### config.mk
export PLATFORM = sky130hd
export DESIGN_NAME = padcfg_sequencer
export DESIGN_NICKNAME = d
export VERILOG_FILES = /design/src/rtl/padcfg_pkg.sv /design/src/rtl/padcfg_bank.sv /design/src/rtl/padcfg_sequencer.sv
export SDC_FILE = /design/constraint.sdc
export NUM_CORES = 2
export LEC_CHECK = 0
export CORE_AREA = 2 2 360 362
export DETAILED_ROUTE_END_ITERATION = 16
export DIE_AREA = 0 0 362 364
export HOLD_SLACK_MARGIN = 0.02
export PLACE_DENSITY = 0.64
export SETUP_SLACK_MARGIN = 0.05
export SYNTH_ARGS = -nofsm -noshare
export SYNTH_HDL_FRONTEND = slang
export SYNTH_HIERARCHICAL = 1
export SYNTH_SLANG_ARGS = --single-unit
### constraint.sdc
create_clock -name clk -period 3.2 [get_ports clk]
set_input_delay 0.96 -clock clk [delete_from_list [all_inputs] [get_ports clk]]
set_output_delay 0.96 -clock clk [all_outputs]
set_load 0.02 [all_outputs]
### src/rtl/padcfg_pkg.sv
// Shared types and helpers for the pad configuration sequencer.
// Address layout: the top two bits select the side, the low bits select the pad.
package padcfg_pkg;

  typedef enum logic [1:0] {ST_IDLE, ST_QUIESCE, ST_APPLY, ST_SETTLE} state_e;

  localparam int NSIDES = 4;
  localparam logic [1:0] SIDE_NO = 2'd0;
  localparam logic [1:0] SIDE_EA = 2'd1;
  localparam logic [1:0] SIDE_SO = 2'd2;
  localparam logic [1:0] SIDE_WE = 2'd3;

  function automatic logic [1:0] addr_side(input logic [31:0] addr, input int addrw);
    return 2'(addr >> (addrw - 2));
  endfunction

  function automatic logic [31:0] addr_pad(input logic [31:0] addr, input int addrw);
    return addr & ((32'd1 << (addrw - 2)) - 32'd1);
  endfunction

endpackage

### src/rtl/padcfg_bank.sv
// One padring side: shadow config written by the host, active config driven
// to the pads, and a whole-side shadow->active copy on the apply strobe.
module padcfg_bank
  #(parameter int NPINS = 9,
    parameter int CFGW  = 18,
    parameter int PADW  = 4,
    parameter logic [CFGW-1:0] CFG_RESET = '0)
  (input  logic                       clk,
   input  logic                       nreset,
   input  logic                       wr_en,
   input  logic [PADW-1:0]            pad,
   input  logic [CFGW-1:0]            wr_data,
   input  logic                       apply,
   output logic [CFGW-1:0]            rd_data,
   output logic [NPINS-1:0][CFGW-1:0] active);

  logic [NPINS-1:0][CFGW-1:0] shadow;

  always_ff @(posedge clk or negedge nreset) begin
    if (!nreset) begin
      shadow <= {NPINS{CFG_RESET}};
      active <= {NPINS{CFG_RESET}};
    end else begin
      for (int i = 0; i < NPINS; i++)
        if (wr_en && pad == PADW'(i)) shadow[i] <= wr_data;
      if (apply) active <= shadow;
    end
  end

  // Out-of-range pad indices read as zero.
  always_comb begin
    rd_data = '0;
    for (int i = 0; i < NPINS; i++)
      if (pad == PADW'(i)) rd_data = shadow[i];
  end

endmodule

### src/rtl/padcfg_sequencer.sv
// Padring config owner: host writes a shadow store, commit runs a
// quiesce -> apply -> settle sequence with pad output enables forced off.
module padcfg_sequencer
  import padcfg_pkg::*;
  #(parameter int NPINS  = 9,
    parameter int CFGW   = 18,
    parameter int SETTLE = 8,
    parameter logic [CFGW-1:0] CFG_RESET = '0,
    parameter int ADDRW  = 2 + $clog2(NPINS))
  (input  logic                          clk,
   input  logic                          nreset,
   input  logic                          req_valid,
   input  logic                          req_write,
   input  logic [ADDRW-1:0]              req_addr,
   input  logic [CFGW-1:0]               req_wdata,
   output logic                          req_ready,
   output logic                          rsp_valid,
   output logic [CFGW-1:0]               rsp_rdata,
   output logic                          rsp_err,
   input  logic                          commit,
   output logic                          busy,
   output logic                          done,
   input  logic [NSIDES*NPINS-1:0]       core_oen,
   output logic [NSIDES*NPINS-1:0]       pad_oen,
   output logic [NSIDES*NPINS*CFGW-1:0]  pad_cfg);

  localparam int PADW = ADDRW - 2;
  localparam int CW   = $clog2(SETTLE + 1);

  state_e         state;
  logic [CW-1:0]  cnt;
  logic [1:0]     side;
  logic           gate, pending;

  logic [1:0]      req_side;
  logic [PADW-1:0] req_pad;
  logic            pad_ok, accept;
  logic [NSIDES-1:0]                    wr_en, apply;
  logic [NSIDES-1:0][CFGW-1:0]          rd_data;
  logic [NSIDES-1:0][NPINS-1:0][CFGW-1:0] active;

  assign req_side  = addr_side(32'(req_addr), ADDRW);
  assign req_pad   = PADW'(addr_pad(32'(req_addr), ADDRW));
  assign pad_ok    = addr_pad(32'(req_addr), ADDRW) < 32'(NPINS);
  // Holding off requests during APPLY keeps the shadow stable mid-copy.
  assign req_ready = (state != ST_APPLY);
  assign accept    = req_valid & req_ready;
  assign busy      = (state != ST_IDLE);
  assign pad_oen   = core_oen | {(NSIDES*NPINS){gate}};
  assign pad_cfg   = active;

  for (genvar s = 0; s < NSIDES; s++) begin : g_bank
    assign wr_en[s] = accept & req_write & pad_ok & (req_side == 2'(s));
    assign apply[s] = (state == ST_APPLY) & (side == 2'(s));
    padcfg_bank #(.NPINS(NPINS), .CFGW(CFGW), .PADW(PADW), .CFG_RESET(CFG_RESET)) u_bank (
      .clk     (clk),
      .nreset  (nreset),
      .wr_en   (wr_en[s]),
      .pad     (req_pad),
      .wr_data (req_wdata),
      .apply   (apply[s]),
      .rd_data (rd_data[s]),
      .active  (active[s]));
  end

  always_ff @(posedge clk or negedge nreset) begin
    if (!nreset) begin
      rsp_valid <= 1'b0;
      rsp_err   <= 1'b0;
      rsp_rdata <= '0;
    end else begin
      rsp_valid <= accept & (~req_write | ~pad_ok);
      rsp_err   <= accept & ~pad_ok;
      rsp_rdata <= (accept & ~req_write & pad_ok) ? rd_data[req_side] : '0;
    end
  end

  always_ff @(posedge clk or negedge nreset) begin
    if (!nreset) begin
      state   <= ST_IDLE;
      cnt     <= '0;
      side    <= '0;
      gate    <= 1'b1;
      pending <= 1'b0;
      done    <= 1'b0;
    end else begin
      done <= 1'b0;
      if (commit && state != ST_IDLE) pending <= 1'b1;
      case (state)
        ST_IDLE: if (commit) begin
          state <= ST_QUIESCE;
          gate  <= 1'b1;
          cnt   <= CW'(SETTLE - 1);
        end
        ST_QUIESCE: if (cnt == '0) begin
          state <= ST_APPLY;
          side  <= SIDE_NO;
        end else cnt <= cnt - 1'b1;
        ST_APPLY: begin
          side <= side + 1'b1;
          if (side == SIDE_WE) begin
            state <= ST_SETTLE;
            cnt   <= CW'(SETTLE - 1);
          end
        end
        ST_SETTLE: if (cnt == '0) begin
          done <= 1'b1;
          // A commit seen while busy chains straight into another sequence.
          if (pending || commit) begin
            state   <= ST_QUIESCE;
            cnt     <= CW'(SETTLE - 1);
            pending <= 1'b0;
          end else begin
            state <= ST_IDLE;
            gate  <= 1'b0;
          end
        end else cnt <= cnt - 1'b1;
        default: state <= ST_IDLE;
      endcase
    end
  end

endmodule

======== Yosys cells after proc, flatten, opt, wreduce, memory -nomap -nowiden ========
Cells that the tools add are included.
storage, ports and cells
  bits in registers ....................... 1,327
  input port bits ......................... 65
  output and inout port bits .............. 707
  word-level logic and storage cells ...... 242
operators by class
  add/subtract/negate cells ............... 2
  order comparisons ....................... 2
  eq/ne operators ......................... 25
  mux-type cells .......................... 63
  bitwise logic cells ..................... 19
  reductions and logical operators ........ 50
operators with widths
  cell                                               number
  2-to-1 mux 18 bit                                  38
  logical AND 1 bit                                  37
  binary-select mux 18 bit (select 2 bit)            1
  OR 36 bit                                          1
  2-to-1 mux 4 bit                                   5
  == test 4 x 3 -> 1 bit, second input constant      4
  one-hot mux 4 bit (4 select lines)                 1
  bitwise AND 1 bit                                  15
  == test 2 bit, second input constant               6
  != test 2 bit, second input constant               6
  AND reduction 4 bit                                3
  2-to-1 mux 1 bit                                   10
  2-to-1 mux 2 bit                                   5
  == test 4 x 2 -> 1 bit, second input constant      2
  logical NOT 4 bit                                  2
  one-hot mux 2 bit (4 select lines)                 1
  == test 2 x 1 -> 1 bit, second input constant      3
  logical NOT 2 bit                                  3
  nonzero test 2 bit                                 3
  == test 4 x 1 -> 1 bit, second input constant      1
  == test 4 bit, second input constant               1
  less-than comparator 4 bit, second input constant  1
  one-hot mux 2 bit (2 select lines)                 1
  subtractor 4 x 1 -> 4 bit, second input constant   1
  other kinds (9)                                    10

======== Logic depth before layout (Yosys ltp) ========
  depth after elaboration ................. 13
  depth in mapped cells ................... 13
  mapped depth without buffers ............ 9

======== Cells and area by module ========
Netlist, hierarchy kept.
by module, submodules not included
  module            instances  cells each  area each (µm²)  seq. area each (µm²)
  padcfg_bank       4          874         13,739.4         8,107.8
  padcfg_sequencer  1          189         2,109.5          777.0

======== Least setup slack after synthesis ========
No wires, ideal clock.
  kind .................................... in2reg
  start ................................... input port req_addr[2]
  end ..................................... register g_bank[2].u_bank/shadow[61] (netlist bit)
  setup time .............................. 128 ps
  arrival ................................. 2,897 ps
  data required time ...................... 3,072 ps
  path slack .............................. 175 ps
  cell stages on the path ................. 9
  path buffers ............................ 2
  cell sequence ........................... o31ai_4 -> nor2b_2 -> nand2_1 -> nor3b_1 -> buf_6 -> nand3_2 -> nor3_4 -> buf_4 -> mux2_1
on the way
  word-level cells in the longest chain between the ends .. 4
  elaborated cells between the ends (all ways) .. 5
  classes of those cells .................. 1 x order compare; 1 x eq/ne; 2 x bitwise; 1 x reduce/logical
ends and longest elaborated chain
  what                            RTL line                source
  start, declared                 padcfg_sequencer.sv:14  input logic [ADDRW-1:0] req_addr,
  less-than comparator 4 bit      padcfg_sequencer.sv:44  assign pad_ok = addr_pad(32'(req_addr), ADDRW) < 32'(NPINS);
  bitwise AND 1 bit (2 in a row)  padcfg_sequencer.sv:53  assign wr_en[s] = accept & req_write & pad_ok & (req_side == 2'(s));
  named net wr_en[2]              padcfg_sequencer.sv:38  logic [NSIDES-1:0] wr_en, apply;
  logical AND 1 bit               padcfg_bank.sv:25       if (wr_en && pad == PADW'(i)) shadow[i] <= wr_data;
  end signal, assigned            padcfg_bank.sv:21       shadow <= {NPINS{CFG_RESET}};
  end signal, assigned by index   padcfg_bank.sv:25
  end, declared                   padcfg_bank.sv:17       logic [NPINS-1:0][CFGW-1:0] shadow;
The timed path passes the listed nets, and every way through them passes these cells.
A chain may end at the register's enable or synchronous reset.

======== Final worst setup path ========
  start ................................... register gate
  end ..................................... output port pad_oen[3]
on the way
  word-level cells in the longest chain between the ends .. 1
ends and longest elaborated chain
  what                    RTL line                 source
  start, declared         padcfg_sequencer.sv:33   logic gate, pending;
  start signal, assigned  padcfg_sequencer.sv:83   gate <= 1'b1;
  start signal, assigned  padcfg_sequencer.sv:92   gate <= 1'b1;
  start signal, assigned  padcfg_sequencer.sv:115  gate <= 1'b0;
  OR 36 bit               padcfg_sequencer.sv:49   assign pad_oen = core_oen | {(NSIDES*NPINS){gate}};
  end, declared           padcfg_sequencer.sv:24   output logic [NSIDES*NPINS-1:0] pad_oen,
Every way passes these cells.

==> metrics.md <==
| Metric | Value |
|---|---|
| Ports | 772 |
| Yosys warns | 6 |
| Fmax | 326 MHz |
| RD Place Congestion | 0.882 |
| Slowest-stage cell, CP | dfstp_4 |
| Max FO, Critical Path | 10 |
| Area grow syn2layout | 28.5% |
| Cell count after synthesis | 3685 |
| Sequential fraction of the synthesis area | 0.582 |
| Final antenna-violating net count | 0 |
| Via/cell ratio | 5.64 |
| Hpwl dp | 141000 um |
| Worst Reg2Reg Path Length in Cells | 12 |
| Port buffer count | 771 |
| Drt wl/cell | 30.0 um |
| Placeable Area | 128000 um2 |
| Commonest non-fill, non-tap cell in the layout | dfrtp_1 |
| DRC Markers | 0 |
| Htree depth | 4 |
| Final Skew | 0.0272 ns |
| Die Y | 364 um |
| Hold Vio Cnt, Final | 0 |
| Die Wd | 362 um |
| Status | complete, no violations |
| Hold depth | 1 |
| Dpl ws | -0.617 ns |
| Final slew viol count | 0 |
| Mapped Area | 57100 um2 |
| Syn Area/Cell | 15.5 um2 |
| Levels on crit path | 3 |
| Clk pin slew, worst setup/hold paths | 0.06 ns |
| Top_reg_cell synth | dfrtp_1 |
| Slew @ Worst Pin | 1.31 ns |
| CP Buf/Inv Count | 2 |
| Min-delay worst type | flop to flop |
| Final WL | 193000 um |
| Final setup viols | 0 |
| First-pass DRT Iterations | 8 |
| Maximum clock path buffer count | 3 |
| Data required, critical path | 2.24 ns |
| Worst-Skew Late Latency | 0.78 ns |
| Congestion Overflow GR | 0 |
| Hold WS | 0.501 ns |
| Total Nets Final | 4715 |
| RSZ-0062 raised after global routing | false |
| Delay-heaviest family, CP | flip-flops |
| CTS Sinks | 1327 |
| Power, Total | 0.0512 W |
| Initial antenna violation count | 18 |
| Vias in the first global route | 37553 |
| Most frequent cells in the layout | dfrtp_1, mux2_2, clkdlybuf4s50_1, mux2_1, buf_4 |
| Placed inst area | 68600 um2 |
| DR iter-0 viols | 2646 |
| Vias | 36261 |
| Final worst-path setup slack | 0.131 ns |
| Post-layout minimum cycle time | 3.07 ns |
| Post-Layout Inst Area | 73300 um2 |
| Final period utilization | 0.959 |
| Setup crit end kind | primary output |
| Starting Density | 0.445 |
| Synth unique cells | 64 |
| Crit path kind | flop to primary output |
| Max Cap Viol | 0 |
| Post-synth EDFFs | 0 |
| Crit-path cells | buf_6, or2_2, dlygate4sd2_1 |
| Die area | 132000 um2 |
| Syn_nets | 3759 |
| TritonCTS Buffers | 143 |
| Layout cells sized above 1 | 0.395 |
| Yosys reg bits | 1327 |
| Asr flop ratio synth | 1.00 |
| Worst path max stage delay | 0.70 ns |
| Leak | 35.5 nW |
| Worst path arrival time | 2.11 ns |
| Worst VDD drop | 518 uV |
| Power Density | 698 nW/um2 |
| CTS tree | done |
| Largest net degree at the start of global routing | 132 |
| Fin util | 0.572 |
| First-pass GRT wire length | 276000 um |
| Relative slew slack | 0.116 |
| Root Buffer Master | clkbuf_16 |
| Startpoint types | flop |
| Global Route Usage Sum | 0.291 |
| Row count | 132 |
## cell families after synthesis
| family | after synthesis | synth area share |
|---|---|---|
| muxes | 1496 | 0.313 |
| adders and majority gates | 9 | 0.00197 |
| buffers and inverters | 243 | 0.0245 |
| and+or+nand+nor | 278 | 0.0377 |
| AOI/OAI and AO/OA | 332 | 0.0414 |
| DFF | 1327 | 0.582 |
## final cells by class
| cell class | instances | area (um2) |
|---|---|---|
| flip-flops and latches | 1327 | 33200 |
| clock inverters | 44 | 527 |
| diodes | 6 | 15.0 |
| clock buffers | 210 | 4220 |
| repair buffers | 1041 | 10700 |
| multi-input cells | 2115 | 22500 |
| inverters | 13 | 48.8 |
| fillers | 10433 | 55000 |
| well taps | 1675 | 2100 |
## layer usage
metal,vias up,GRT usage,wire [um]
met5,-,0,55
met4,8,0.0803,4610
met2,1138,0.468,91800
li1,15496,-,-
met3,230,0.0714,13500
met1,19389,0.394,82700
## what timing repair did
action	CTS	global route
gates resized for setup	49	1
setup endpoints to repair	42	95
hold endpoints to repair	1	0
hold buffers	1	0
setup buffers	3	0
## metrics by stage
stage / setup TNS [ns] / std cells
2_1_floorplan: 0 / 3685
5_1_grt: 0 / 6425
6_report: 0 / 6431
3_3_place_gp: -224.71 / 6167
3_5_place_dp: -218.96 / 6167
4_1_cts: 0 / 6425
## cell usage after synthesis, types with 13 or more instances
cell / count / area [um2]
nand2b_1: 16 / 100
o221a_2: 48 / 541
mux2_4: 40 / 601
o21ai_0: 19 / 95.1
nor2_1: 41 / 154
a21oi_1: 147 / 736
buf_6: 25 / 282
mux4_2: 86 / 1940
mux2_1: 201 / 2260
clkbuf_1: 65 / 244
nand3b_1: 20 / 150
buf_4: 53 / 398
or2_2: 36 / 225
nand2_1: 43 / 161
buf_2: 78 / 390
inv_1: 13 / 48.8
mux2i_1: 101 / 1010
mux2_2: 1068 / 12000
dfrtp_1: 1326 / 33200
a211o_1: 36 / 315
## worst reg2reg max path, cell delays in order (launching register included)
cell and delay [ns]:
dfrtp_1 0.42, inv_1 0.09, ha_1 0.21, nand2b_2 0.26, buf_12 0.17, nor2b_2 0.13, nand2_1 0.22, nor3b_4 0.31
buf_4 0.21, nand3_2 0.14, nor3_4 0.18, buf_12 0.19, mux2_2 0.36
## worst paths after layout
path                                              startpoint                      endpoint  slack, ns
max in group asynchronous                             nreset  g_bank[2].u_bank/active[124]       1.36
worst min-delay path            g_bank[3].u_bank/active[106]  g_bank[3].u_bank/active[106]       0.50
worst max-delay path                                    gate                    pad_oen[3]       0.13
worst min register to register  g_bank[3].u_bank/active[106]  g_bank[3].u_bank/active[106]       0.50
worst max register to register                      state[0]   g_bank[1].u_bank/shadow[55]       0.18
min in group asynchronous                             nreset   g_bank[3].u_bank/active[59]       0.72
## power breakdown
group | switching [W] | leakage, nW | internal (W) | total (W)
logic | 0.00663 | 14.8 | 0.00648 | 0.0131
registers | 0.00210 | 18.3 | 0.0192 | 0.0213
clock network | 0.00695 | 2.35 | 0.00982 | 0.0168
## sequential cells by signal, indices dropped and copies added (netlist names), 2 cells and up
signal and flops:
cnt 4, g_bank.u_bank/shadow 648, g_bank.u_bank/active 648, rsp_rdata 18
side 2, state 2
Note: power is estimated with default switching activity, not from simulation.
